`src/rtl/pipelined_addsub.sv`:
```
// pipelined_addsub: WIDTH-bit add/subtract split into STAGES carry-chained
// segments, one segment resolved per pipeline stage. A single global advance
// signal moves the whole pipeline forward or freezes it, so the last stage's
// registers double as the output registers and stay stable under backpressure.

// One pipeline stage: adds operand segment IDX with the incoming carry and
// forwards the operands, partial sum, carry and tag to the next stage.
module pipelined_addsub_seg #(
  parameter int WIDTH = 128,
  parameter int SEG   = 32,
  parameter int IDX   = 0,
  parameter int TAG_W = 8
) (
  input  logic             clk,
  input  logic             rst_n,
  input  logic             adv,
  input  logic             in_vld,
  input  logic [WIDTH-1:0] in_a,
  input  logic [WIDTH-1:0] in_b,
  input  logic             in_c,
  input  logic [WIDTH-1:0] in_sum,
  input  logic [TAG_W-1:0] in_tag,
  output logic             out_vld,
  output logic [WIDTH-1:0] out_a,
  output logic [WIDTH-1:0] out_b,
  output logic             out_c,
  output logic [WIDTH-1:0] out_sum,
  output logic [TAG_W-1:0] out_tag,
  output logic             out_ovf
);
  localparam int LSB = IDX * SEG;
  localparam int MSB = LSB + SEG - 1;

  logic [SEG:0]       seg_add;
  logic               vld_d, vld_q;
  logic [WIDTH-1:0]   a_d, a_q;
  logic [WIDTH-1:0]   b_d, b_q;
  logic               c_d, c_q;
  logic [WIDTH-1:0]   sum_d, sum_q;
  logic [TAG_W-1:0]   tag_d, tag_q;
  logic               ovf_d, ovf_q;

  // Segment add; data only loads for a valid op so bubbles never disturb outputs.
  always_comb begin
    vld_d   = vld_q;
    a_d     = a_q;
    b_d     = b_q;
    c_d     = c_q;
    sum_d   = sum_q;
    tag_d   = tag_q;
    ovf_d   = ovf_q;
    seg_add = {1'b0, in_a[LSB +: SEG]} + {1'b0, in_b[LSB +: SEG]} + {{SEG{1'b0}}, in_c};
    if (adv) begin
      vld_d = in_vld;
      if (in_vld) begin
        a_d                = in_a;
        b_d                = in_b;
        c_d                = seg_add[SEG];
        sum_d              = in_sum;
        sum_d[LSB +: SEG]  = seg_add[SEG-1:0];
        // carry into this segment's MSB is a^b^s at that bit; xor with carry out
        ovf_d              = in_a[MSB] ^ in_b[MSB] ^ seg_add[SEG-1] ^ seg_add[SEG];
        tag_d              = in_tag;
      end
    end
  end

  // Stage registers, synchronously cleared.
  always_ff @(posedge clk) begin
    if (!rst_n) begin
      vld_q <= 1'b0;
      a_q   <= '0;
      b_q   <= '0;
      c_q   <= 1'b0;
      sum_q <= '0;
      tag_q <= '0;
      ovf_q <= 1'b0;
    end else begin
      vld_q <= vld_d;
      a_q   <= a_d;
      b_q   <= b_d;
      c_q   <= c_d;
      sum_q <= sum_d;
      tag_q <= tag_d;
      ovf_q <= ovf_d;
    end
  end

  assign out_vld = vld_q;
  assign out_a   = a_q;
  assign out_b   = b_q;
  assign out_c   = c_q;
  assign out_sum = sum_q;
  assign out_tag = tag_q;
  assign out_ovf = ovf_q;
endmodule

module pipelined_addsub #(
  parameter int WIDTH  = 128,
  parameter int STAGES = 4,
  parameter int TAG_W  = 8
) (
  input  logic             clk,
  input  logic             rst_n,
  input  logic             in_valid,
  output logic             in_ready,
  input  logic [WIDTH-1:0] a,
  input  logic [WIDTH-1:0] b,
  input  logic             cin,
  input  logic             sub,
  input  logic [TAG_W-1:0] tag_in,
  output logic             out_valid,
  input  logic             out_ready,
  output logic [WIDTH-1:0] sum,
  output logic             cout,
  output logic             ovf,
  output logic [TAG_W-1:0] tag_out
);
  localparam int SEG = WIDTH / STAGES;

  if (STAGES < 1 || (WIDTH % STAGES) != 0) begin : g_param_check
    $error("pipelined_addsub: STAGES must be >= 1 and divide WIDTH");
  end

  // Index k is the input of stage k; index STAGES is the output stage.
  logic [STAGES:0]                vld_w;
  logic [STAGES:0]                c_w;
  logic [STAGES:0][WIDTH-1:0]     a_w;
  logic [STAGES:0][WIDTH-1:0]     b_w;
  logic [STAGES:0][WIDTH-1:0]     sum_w;
  logic [STAGES:0][TAG_W-1:0]     tag_w;
  logic [STAGES-1:0]              ovf_w;
  logic                           adv;
  logic                           unused_ok;

  // Whole pipeline moves when the output slot is empty or being drained.
  assign adv      = !vld_w[STAGES] || out_ready;
  assign in_ready = adv;

  // Subtract is a + ~b + ~borrow, so only the operand and carry need conditioning.
  assign vld_w[0] = in_valid;
  assign a_w[0]   = a;
  assign b_w[0]   = sub ? ~b : b;
  assign c_w[0]   = sub ? ~cin : cin;
  assign sum_w[0] = '0;
  assign tag_w[0] = tag_in;

  for (genvar k = 0; k < STAGES; k++) begin : g_stage
    pipelined_addsub_seg #(
      .WIDTH (WIDTH),
      .SEG   (SEG),
      .IDX   (k),
      .TAG_W (TAG_W)
    ) u_seg (
      .clk     (clk),
      .rst_n   (rst_n),
      .adv     (adv),
      .in_vld  (vld_w[k]),
      .in_a    (a_w[k]),
      .in_b    (b_w[k]),
      .in_c    (c_w[k]),
      .in_sum  (sum_w[k]),
      .in_tag  (tag_w[k]),
      .out_vld (vld_w[k+1]),
      .out_a   (a_w[k+1]),
      .out_b   (b_w[k+1]),
      .out_c   (c_w[k+1]),
      .out_sum (sum_w[k+1]),
      .out_tag (tag_w[k+1]),
      .out_ovf (ovf_w[k])
    );
  end

  assign out_valid = vld_w[STAGES];
  assign sum       = sum_w[STAGES];
  assign cout      = c_w[STAGES];
  assign ovf       = ovf_w[STAGES-1];
  assign tag_out   = tag_w[STAGES];

  // Operands past the last stage and early-stage overflow flags have no consumer.
  assign unused_ok = ^{a_w[STAGES], b_w[STAGES], ovf_w};
endmodule
```
`config.mk`:
```
export PLATFORM = sky130hd
export DESIGN_NAME = pipelined_addsub
export DESIGN_NICKNAME = d
export VERILOG_FILES = /design/src/rtl/pipelined_addsub.sv
export SDC_FILE = /design/constraint.sdc
export NUM_CORES = 2
export LEC_CHECK = 0
export CAP_MARGIN = 20
export CELL_PAD_IN_SITES_DETAIL_PLACEMENT = 2
export CELL_PAD_IN_SITES_GLOBAL_PLACEMENT = 2
export CORE_UTILIZATION = 33
export DETAILED_ROUTE_END_ITERATION = 6
export PLACE_DENSITY = 0.77
export SLEW_MARGIN = 20
export SYNTH_ARGS = -nofsm -noshare
export SYNTH_HDL_FRONTEND = slang
export SYNTH_SLANG_ARGS = --single-unit
```
`constraint.sdc`:
```
create_clock -name clk -period 6.3 [get_ports clk]
set_clock_uncertainty 0.05 [all_clocks]
set_input_delay 0.945 -clock clk [delete_from_list [all_inputs] [get_ports clk]]
set_output_delay 0.945 -clock clk [all_outputs]
set_load 0.01 [all_outputs]
```
==> metrics.txt <==
cell taking the most area after synthesis dfxtp_1; dominant synthesized flop cell dfxtp_1; CTS Hold Buffers Added 0; Worst setup SP type primary input; met2 wire length 55.4 mm; PD cells 283 mW/mm^2; gr usage total 0.222; Core Area 0.0984 mm^2; synth warn 0; largest net degree at the start of global routing 198; post-synthesis async set-or-reset flop share 0; post-CTS setup buffers 0; RSZ-0062 raised after global routing no; Tmin final 4.07 ns; Sum Neg Setup Slack 0 ns; Crit Path Class in -> out; final wirelength 113 mm; top post-synthesis cells by area dfxtp_1, nand2_1, a21oi_1; hpwl dp 76.2 mm; initial core utilization 0.333; worst vdd ir 0.000180 V; die height 317 um; first-pass GRT wire length 179 mm; fmax 246 MHz; Syn Area/Cell 7.92 um^2; Least-Margin Pin Slew 1.06 ns; last weighted congestion value of the routability-driven placer 0.811; Post-Syn Nets 4,545; Worst Hold Class reg -> reg; cell count after synthesis 4,143; final hold viol count 0; top-area cell type share of the netlist area 0.455; Synth cell types 74; worst-path fanout max 9; Static Leakage 0.0151 uW; Clock H-tree levels 3; Final WS setup 2.23 ns; TritonCTS Buffers 88; Slew Limit Fails 0; clock root buffer clkbuf_16; # port buffers 409; worst reg2reg setup slack 2.44 ns; # DRC 0; num ports 410; first-pass detailed-route iteration total 4; clock latency on the worst-skew pair 0.66 ns; vias 29,696; post-CTS resize count 0; worst path required time 5.30 ns; initial antenna violation count 12; outcome finished clean; sequential share of the synthesized area 0.455; DRT met1 WL 50.8 mm; share of post-route cells with drive strength above 1 0.0469; vias in the first global route 32,400; DP Worst Slack 1.73 ns; Post-synth EDFFs 0; Crit. End Element output pin; total of max-cap violations 0; Die Footprint 0.101 mm^2; list of most frequent post-synthesis cells nand2_1, dfxtp_1, a21oi_1; TritonCTS clock tree built; period utilisation layout 0.645; GRT overflow 0; routed wl met3 4.46 mm; vias per cell 5.17; crit path DAT 3.07 ns; DRT iter0 DRCs 1,245; cell area after synthesis 0.0328 mm^2; Syn-to-layout area delta 24.5%; Max Buffers Root-to-Sink 3; Seq cells post-synth 745; Clock Sinks 745; final setup violation count 0; Final Net Count 4,792; Max-slew headroom 0.293; DR WL/cell 19.7 um; Clock transition at path regs 0.06 ns; Hold WS 0.395 ns; top-count cell post-synth nand2_1; Die W 317 um; remaining antenna violation count 0; row cnt 115; highest layer used for signal routing met5
[per-stage QoR]
stage | cell area [um^2] | std cells | total power, uW | utilization
finish | 40900 | 5747 | 11600 | 0.415
global route | 40900 | 5747 | 12100 | 0.415
CTS | 40900 | 5745 | 11800 | 0.415
detailed placement | 37900 | 5587 | 6360 | 0.385
global placement | 37900 | 5587 | 6320 | 0.385
floorplan | 32800 | 4143 | 5850 | -
[cell type report]
type / count / area (um^2)
Antenna cell: 2 / 5.00
Clock buffer: 120 / 2530
Clock inverter: 38 / 454
Fill cell: 11113 / 57600
Inverter: 36 / 143
Multi-Input combinational cell: 3079 / 16700
Sequential cell: 745 / 14900
Tap cell: 1287 / 1610
Timing Repair Buffer: 440 / 4460
[where the power goes]
part | leakage [uW] | switching (uW) | total, uW | internal, uW
Sequential | 0.00606 | 102 | 4990 | 4890
Clock | 0.00148 | 2140 | 5320 | 3180
Combinational | 0.00752 | 745 | 1260 | 515
Total | 0.0151 | 2980 | 11600 | 8590
[state kept, by name, summed over array words and instances, names as in the netlist]
| name | count |
|---|---|
| g_stage.u_seg.out_a | 192 |
| g_stage.u_seg.out_vld | 4 |
| g_stage.u_seg.out_sum | 320 |
| g_stage.u_seg.out_tag | 32 |
| g_stage.u_seg.out_b | 192 |
| g_stage.u_seg.out_ovf | 1 |
| g_stage.u_seg.out_c | 4 |
[critical path, cell delays in order]
cell             delay (ns)
clkdlybuf4s50_1        0.41
nor2b_1                0.47
clkinv_1               0.54
clkdlybuf4s50_1        0.70
[placed cells by master, fill, tap and decap left out, types with 14 or more instances in the layout]
master           instances
xor2_1                  69
nand2_1               1245
nand2b_1                14
dfxtp_1                745
clkbuf_16               89
clkbuf_8                20
xnor2_1                155
buf_4                   20
o21bai_1                14
nand3_1                 41
a211oi_1               120
nor2_1                 185
nand4_1                 28
a21oi_1                698
a21o_1                  73
inv_1                   34
clkdlybuf4s50_1        407
o211ai_1                17
clkinv_2                18
ha_1                   124
nor3_1                  18
o21ai_0                 84
[kinds of logic (layout without fill, tap and decap cells)]
kind of cell,count (synthesis),in the layout,share of synthesized area
mux,4,4,0.00122
fa+ha+maj,132,132,0.0522
compound gates,1109,1109,0.199
other cells,0,2,0
simple gates,1610,1610,0.197
xor+xnor,224,224,0.0598
flops,745,745,0.455
buf+inv,319,634,0.0365
[path summary, 6_finish.rpt]
| check | start | end | cells after the start |
|---|---|---|---|
| max | out_ready | in_ready | 4 |
| min | g_stage[1].u_seg.out_sum[19]$_SDFFE_PN0P_ | g_stage[2].u_seg.out_sum[19]$_SDFFE_PN0P_ | 2 |
| max reg2reg | g_stage[1].u_seg.out_b[64]$_SDFFE_PN0P_ | g_stage[2].u_seg.out_c$_SDFFE_PN0P_ | 12 |
| min reg2reg | g_stage[1].u_seg.out_sum[19]$_SDFFE_PN0P_ | g_stage[2].u_seg.out_sum[19]$_SDFFE_PN0P_ | 2 |
[routing by layer]
layer  track usage  up-vias
li1              -    14474
met1         0.276    14617
met2         0.392      423
met3        0.0376      166
met4        0.0639       16
met5             0        -
No activity file was read; power rests on OpenSTA's default activity.
